File: src/rtl/uart_wb_scheduler.sv
// rtl/uart_wb_scheduler.sv - Wishbone master that schedules UART TX writes and RX reads
//
// Purpose:
//   Buffers host TX bytes in a FIFO and drives a Wishbone-attached UART.
//   Each service round first reads the UART status register. The status value
//   then decides whether to write the FIFO head to the data register, read a
//   received byte into a single holding slot, or do nothing. When both
//   directions are ready the scheduler alternates between them. After every
//   data write it waits HOLDOFF idle cycles so the UART busy bit can settle.
//
// Ports:
//   clk_i, rst_i                  clock, asynchronous active-low reset
//   tx_data_i, tx_valid_i         host byte push
//   tx_ready_o, tx_level_o        FIFO not-full flag, FIFO occupancy
//   rx_data_o, rx_valid_o         received-byte holding slot
//   rx_ready_i                    host consumes the holding slot
//   rx_en_i                       enables RX polling
//   wbm_adr_o .. wbm_cyc_o        Wishbone master request outputs
//   wbm_dat_i, wbm_ack_i          Wishbone master response inputs

module uart_wb_scheduler #(
  parameter int                    ADDR_WIDTH = 32,
  parameter int                    DATA_WIDTH = 32,
  parameter logic [ADDR_WIDTH-1:0] UART_BASE  = ADDR_WIDTH'(32'h1000_0000),
  parameter int                    TX_DEPTH   = 16,
  parameter int                    HOLDOFF    = 2
) (
  input  logic                      clk_i,
  input  logic                      rst_i,
  input  logic [7:0]                tx_data_i,
  input  logic                      tx_valid_i,
  output logic                      tx_ready_o,
  output logic [$clog2(TX_DEPTH):0] tx_level_o,
  output logic [7:0]                rx_data_o,
  output logic                      rx_valid_o,
  input  logic                      rx_ready_i,
  input  logic                      rx_en_i,
  output logic [ADDR_WIDTH-1:0]     wbm_adr_o,
  output logic [DATA_WIDTH-1:0]     wbm_dat_o,
  output logic                      wbm_we_o,
  output logic [DATA_WIDTH/8-1:0]   wbm_sel_o,
  output logic                      wbm_stb_o,
  output logic                      wbm_cyc_o,
  input  logic [DATA_WIDTH-1:0]     wbm_dat_i,
  input  logic                      wbm_ack_i
);

  localparam int PTR_W  = $clog2(TX_DEPTH);
  localparam int LVL_W  = PTR_W + 1;
  localparam int SEL_W  = DATA_WIDTH / 8;
  localparam int HCNT_W = (HOLDOFF > 1) ? $clog2(HOLDOFF) : 1;
  localparam logic [HCNT_W-1:0] HOLD_LAST = HCNT_W'((HOLDOFF > 0) ? HOLDOFF - 1 : 0);

  localparam logic [ADDR_WIDTH-1:0] ADR_DATA = UART_BASE;
  localparam logic [ADDR_WIDTH-1:0] ADR_STAT = UART_BASE + ADDR_WIDTH'(5);

  typedef enum logic [2:0] {
    IDLE    = 3'd0,
    HOLD    = 3'd1,
    RD_STAT = 3'd2,
    DECIDE  = 3'd3,
    WR_DATA = 3'd4,
    RD_DATA = 3'd5
  } state_t;

  state_t             state_q, state_d;
  logic               run_q, run_d;
  logic [LVL_W-1:0]   wr_ptr_q, wr_ptr_d;
  logic [LVL_W-1:0]   rd_ptr_q, rd_ptr_d;
  logic [7:0]         status_q, status_d;
  logic [7:0]         rx_data_q, rx_data_d;
  logic               rx_valid_q, rx_valid_d;
  logic               last_rx_q, last_rx_d;
  logic               served_q, served_d;
  logic [HCNT_W-1:0]  hold_cnt_q, hold_cnt_d;
  logic [7:0]         mem_q [TX_DEPTH];

  logic [LVL_W-1:0]   level;
  logic               push;
  logic               pop;
  logic               tx_ok;
  logic               rx_ok;
  logic [7:0]         head;

  // Only the low status/data byte is meaningful to this block.
  logic unused_bits;
  assign unused_bits = ^{wbm_dat_i, status_q};

  // The extra wrap bit makes full (difference TX_DEPTH) distinct from empty.
  assign level      = wr_ptr_q - rd_ptr_q;
  assign tx_ready_o = (level != LVL_W'(TX_DEPTH));
  assign tx_level_o = level;
  assign push       = tx_valid_i && tx_ready_o;
  assign pop        = (state_q == WR_DATA) && wbm_ack_i;
  assign head       = mem_q[rd_ptr_q[PTR_W-1:0]];

  assign tx_ok      = status_q[5] && (level != '0);
  assign rx_ok      = status_q[0] && rx_en_i && !rx_valid_q;

  assign rx_data_o  = rx_data_q;
  assign rx_valid_o = rx_valid_q;

  // State register
  always_ff @(posedge clk_i or negedge rst_i) begin
    if (!rst_i) begin
      state_q <= IDLE;
    end else begin
      state_q <= state_d;
    end
  end

  // Next-state logic
  always_comb begin
    state_d = state_q;
    case (state_q)
      IDLE: begin
        // run_q holds the FSM for one edge after reset release.
        if (run_q && ((level != '0) || (rx_en_i && !rx_valid_q))) begin
          state_d = RD_STAT;
        end
      end
      RD_STAT: begin
        if (wbm_ack_i) begin
          state_d = DECIDE;
        end
      end
      DECIDE: begin
        // On a tie, serve RX only when TX went last; until the first data
        // transfer after reset (served_q low) TX wins.
        if (tx_ok && rx_ok) begin
          state_d = (served_q && !last_rx_q) ? RD_DATA : WR_DATA;
        end else if (tx_ok) begin
          state_d = WR_DATA;
        end else if (rx_ok) begin
          state_d = RD_DATA;
        end else begin
          state_d = IDLE;
        end
      end
      WR_DATA: begin
        if (wbm_ack_i) begin
          state_d = (HOLDOFF > 0) ? HOLD : IDLE;
        end
      end
      HOLD: begin
        if (hold_cnt_q == HOLD_LAST) begin
          state_d = IDLE;
        end
      end
      RD_DATA: begin
        if (wbm_ack_i) begin
          state_d = IDLE;
        end
      end
      default: state_d = IDLE;
    endcase
  end

  // Bus outputs decoded from state; every field is zero while stb is low.
  always_comb begin
    wbm_adr_o = '0;
    wbm_dat_o = '0;
    wbm_we_o  = 1'b0;
    wbm_sel_o = '0;
    wbm_stb_o = 1'b0;
    wbm_cyc_o = 1'b0;
    case (state_q)
      RD_STAT: begin
        wbm_adr_o = ADR_STAT;
        wbm_sel_o = SEL_W'(1);
        wbm_stb_o = 1'b1;
        wbm_cyc_o = 1'b1;
      end
      WR_DATA: begin
        wbm_adr_o = ADR_DATA;
        wbm_dat_o = DATA_WIDTH'(head);
        wbm_we_o  = 1'b1;
        wbm_sel_o = SEL_W'(1);
        wbm_stb_o = 1'b1;
        wbm_cyc_o = 1'b1;
      end
      RD_DATA: begin
        wbm_adr_o = ADR_DATA;
        wbm_sel_o = SEL_W'(1);
        wbm_stb_o = 1'b1;
        wbm_cyc_o = 1'b1;
      end
      default: begin
        wbm_stb_o = 1'b0;
      end
    endcase
  end

  // Datapath next values
  always_comb begin
    run_d      = 1'b1;
    wr_ptr_d   = wr_ptr_q + LVL_W'(push);
    rd_ptr_d   = rd_ptr_q + LVL_W'(pop);
    status_d   = status_q;
    rx_data_d  = rx_data_q;
    rx_valid_d = rx_valid_q;
    last_rx_d  = last_rx_q;
    served_d   = served_q;
    hold_cnt_d = '0;

    if ((state_q == RD_STAT) && wbm_ack_i) begin
      status_d = wbm_dat_i[7:0];
    end

    if (rx_valid_q && rx_ready_i) begin
      rx_valid_d = 1'b0;
    end

    if (pop) begin
      last_rx_d = 1'b0;
      served_d  = 1'b1;
    end

    // RD_DATA is only entered with the slot empty, so this never races the clear.
    if ((state_q == RD_DATA) && wbm_ack_i) begin
      rx_data_d  = wbm_dat_i[7:0];
      rx_valid_d = 1'b1;
      last_rx_d  = 1'b1;
      served_d   = 1'b1;
    end

    if (state_q == HOLD) begin
      hold_cnt_d = hold_cnt_q + HCNT_W'(1);
    end
  end

  always_ff @(posedge clk_i or negedge rst_i) begin
    if (!rst_i) begin
      run_q      <= 1'b0;
      wr_ptr_q   <= '0;
      rd_ptr_q   <= '0;
      status_q   <= '0;
      rx_data_q  <= '0;
      rx_valid_q <= 1'b0;
      last_rx_q  <= 1'b0;
      served_q   <= 1'b0;
      hold_cnt_q <= '0;
    end else begin
      run_q      <= run_d;
      wr_ptr_q   <= wr_ptr_d;
      rd_ptr_q   <= rd_ptr_d;
      status_q   <= status_d;
      rx_data_q  <= rx_data_d;
      rx_valid_q <= rx_valid_d;
      last_rx_q  <= last_rx_d;
      served_q   <= served_d;
      hold_cnt_q <= hold_cnt_d;
    end
  end

  // FIFO storage needs no reset; the pointers define which entries are live.
  always_ff @(posedge clk_i) begin
    if (push) begin
      mem_q[wr_ptr_q[PTR_W-1:0]] <= tx_data_i;
    end
  end

endmodule

File: config.mk
export PLATFORM = sky130hd
export DESIGN_NAME = uart_wb_scheduler
export DESIGN_NICKNAME = d
export VERILOG_FILES = /design/src/rtl/uart_wb_scheduler.sv
export SDC_FILE = /design/constraint.sdc
export NUM_CORES = 1
export LEC_CHECK = 0
export CAP_MARGIN = 0
export CORE_AREA = 8 8 158 175
export DETAILED_ROUTE_END_ITERATION = 10
export DIE_AREA = 0 0 166 183
export DONT_BUFFER_PORTS = 1
export PLACE_DENSITY = 0.4
export SYNTH_ARGS = -nofsm -noshare
export SYNTH_HDL_FRONTEND = slang
export SYNTH_SLANG_ARGS = --single-unit
File: constraint.sdc
create_clock -name clk_i -period 7.8 [get_ports clk_i]
set_clock_uncertainty 0.2 [all_clocks]
set_input_delay 2.34 -clock clk_i [delete_from_list [all_inputs] [get_ports clk_i]]
set_output_delay 2.34 -clock clk_i [all_outputs]
set_load 0.02 [all_outputs]
==> results.py <==
metrics = {
    "drt": {
        "drc": 0,
        "postRouteAntennaNets": 0,
        "vias": 3305,
        "wl_mm": 14.5,
        "post_drt_via_cell_ratio": 4.44,
        "first_pass_iters": 4,
        "wl_per_cell_um": 19.5,
        "drtIter0Drc": 179,
    },
    "sta": {
        "period_needed_ns": 5.71,
        "fin_hold_ws_ns": 0.269,
        "fin_tns_setup_ns": 0,
        "hold_viol": 0,
        "setup_viol": 0,
        "grt_setup_unrepaired": "no",
        "finalWorstSetupSlack_ns": 2.09,
        "relSlewSlack_pct": 38.0,
        "fin_crit_sh_pct": 73.2,
        "finalMaxSlewViolations": 0,
        "worst_pin_slew_ns": 0.926,
        "fmax_mhz": 175,
    },
    "layout": {
        "nFillCells": 2415,
        "syn_to_final_growth_pct": 13.0,
        "ff_latch_area_um2": 4550,
        "drive_above_1_share_pct": 26.3,
        "diodes": 0,
        "finalNonFillerCells": 745,
        "fin_nets": 472,
        "multi_input_area_um2": 1980,
    },
    "power": {
        "power.density_nw_per_um2": 355,
        "peakVddDrop_v": 0.000208,
        "p_total_w": 0.00272,
        "leakage_nw": 2.75,
    },
    "synth": {
        "synth_warnings": 0,
        "synthCells": 398,
        "synth-edff-count": 128,
        "synth_common_cells": "edfxtp_1 (128), buf_4 (59), mux4_2 (32)",
        "synthFlopType": "edfxtp_1",
        "yosys_register_bits": 156,
        "synth.most_common_cell": "edfxtp_1",
        "synthDistinctLibCells": 40,
        "synth_top_area_cell": "edfxtp_1",
        "ys_seq_area_share_pct": 66.9,
        "yosys-top-cells-area": "edfxtp_1 (57%), mux4_2 (11%), dfrtp_1 (10%)",
        "synth_area_per_cell_um2": 17.1,
        "synth_area_um2": 6790,
        "yosysTopAreaCellShare_pct": 56.6,
        "ys_async_sr_fraction_pct": 17.9,
    },
    "floorplanning": {
        "fp-row-count": 61,
        "core-area_um2": 24800,
        "die_h_um": 183,
        "die_x_um": 166,
        "die_area_um2": 30400,
        "start_util_pct": 27.4,
        "pin_count": 132,
    },
    "placement": {
        "pre_cts_slack_ns": 2.47,
        "gp_congestion": 0.717,
        "dp_cells": 713,
        "hpwl_mm": 9.42,
        "io_buffers": 0,
    },
    "global_route": {
        "grt_max_degree": 35,
        "antenna_found_initial": 0,
        "grt_pass1_wl_mm": 22.2,
        "grt_pass1_vias": 3681,
        "grt_usage_pct": 9.79,
        "grt-ovfl-total": 0,
    },
    "clock_network": {
        "clock_latency_ns": 0.41,
        "clockBufferDepth": 2,
        "cts_num_sinks": 156,
        "cts_resized": 0,
        "clk_pin_slew_ns": 0.07,
        "cts_tree": "yes",
        "post_cts_buffers": 0,
        "clock-root-buffer": "clkbuf_16",
        "numCtsBuffers": 17,
        "cts_hold_buf": 0,
        "cts_max_level": 4,
    },
    "hold_path": {
        "min_path_type": "reg2reg",
        "min_path_cells": 2,
    },
    "job": {
        "cap_violations": 0,
    },
    "critical_path": {
        "ff2ff_path_depth": 8,
        "cp_data_arrival_time_ns": 3.17,
        "endpoint_kind": "primary output",
        "start_kind": "flip-flop",
        "crit_type": "reg2out",
        "reg2reg_slack_ns": 3.73,
        "required_ns": 5.26,
        "crit_fanout": 17,
    },
    "run_status": {
        "status": "finished clean",
    },
}
==> power by group <==
group	switching, W	internal (W)
combinational	0.000486	0.000304
sequential	0.000113	0.00103
clock	0.000342	0.000447
==> critical path: stages, from the launching register on <==
cell and delay [ns]:
dfrtp_1 0.42, inv_2 0.52, ha_1 0.41, nor2b_1 0.16, a221oi_2 0.23, xnor2_1 0.30
or4_1 0.72
==> flip-flops by register name, indices dropped and copies added (netlist names) <==
name and cells:
rx_data_o 8, hold_cnt_q 1, state_q 3, mem_q 128
last_rx_q 1, status_q 2, rx_valid_o 1, run_q 1
wr_ptr_q 5, served_q 1, rd_ptr_q 5
==> cells in the final DEF, fill, tap and decap left out, drive strengths merged, types with 2 or more instances in the layout <==
| master | instances |
|---|---|
| inv | 16 |
| conb | 57 |
| ha | 8 |
| and2 | 2 |
| xnor2 | 6 |
| nor2b | 4 |
| nand3 | 6 |
| a21oi | 2 |
| nand2 | 8 |
| buf | 19 |
| nor4 | 12 |
| nor3 | 4 |
| nor2 | 7 |
| or2 | 3 |
| o21ai | 3 |
| edfxtp | 128 |
| mux2i | 16 |
| nor4b | 2 |
| dfrtp | 28 |
| clkbuf | 19 |
| clkinv | 2 |
| mux2 | 10 |
| clkinvlp | 5 |
| nand2b | 7 |
| mux4 | 32 |
| o22ai | 8 |
| xor2 | 4 |
==> metrics by stage <==
stage                     instance area (um2)  utilization, %
after floorplan                          6990               -
after CTS                                7670            30.9
after detailed placement                 7100            28.6
final                                    7670            30.9
after global routing                     7670            30.9
after global placement                   7100            28.6
==> cell families after synthesis <==
family	share of synthesized area, %
AO/OA/AOI/OAI	2.27
XOR/XNOR	1.29
adder cells (fa/ha/maj)	1.77
buffers and inverters	8.13
flip-flops	66.9
multiplexers	14.6
other	0.111
AND/OR/NAND/NOR	4.85
==> layer usage <==
metal	GRT usage, %	up-vias	wire length, um
li1	-	1449	-
met1	12.1	1725	6270
met2	15.4	121	6870
met3	4.24	10	1200
met4	2.91	0	160
met5	0	-	0
==> layout make-up <==
| type | count | area share (%) |
|---|---|---|
| clock buffers | 19 | 5.64 |
| flip-flops and latches | 156 | 59.3 |
| inverters | 11 | 0.538 |
| well taps | 315 | 5.14 |
| clock inverters | 13 | 1.75 |
| repair buffers | 19 | 1.86 |
| multi-input cells | 212 | 25.8 |
==> worst paths after layout <==
kind	startpoint	end
worst max-delay path	rd_ptr_q[2]$_DFF_PN0_	tx_ready_o
worst min-delay path	last_rx_q$_DFFE_PN0P_	last_rx_q$_DFFE_PN0P_
worst max register to register	wr_ptr_q[0]$_DFF_PN0_	mem_q[11][2]$_DFFE_PP_
worst min register to register	last_rx_q$_DFFE_PN0P_	last_rx_q$_DFFE_PN0P_
max in group asynchronous	rst_i	rd_ptr_q[0]$_DFF_PN0_
min in group asynchronous	rst_i	run_q$_DFF_PN0_
Note: power is estimated with default switching activity, not from simulation.
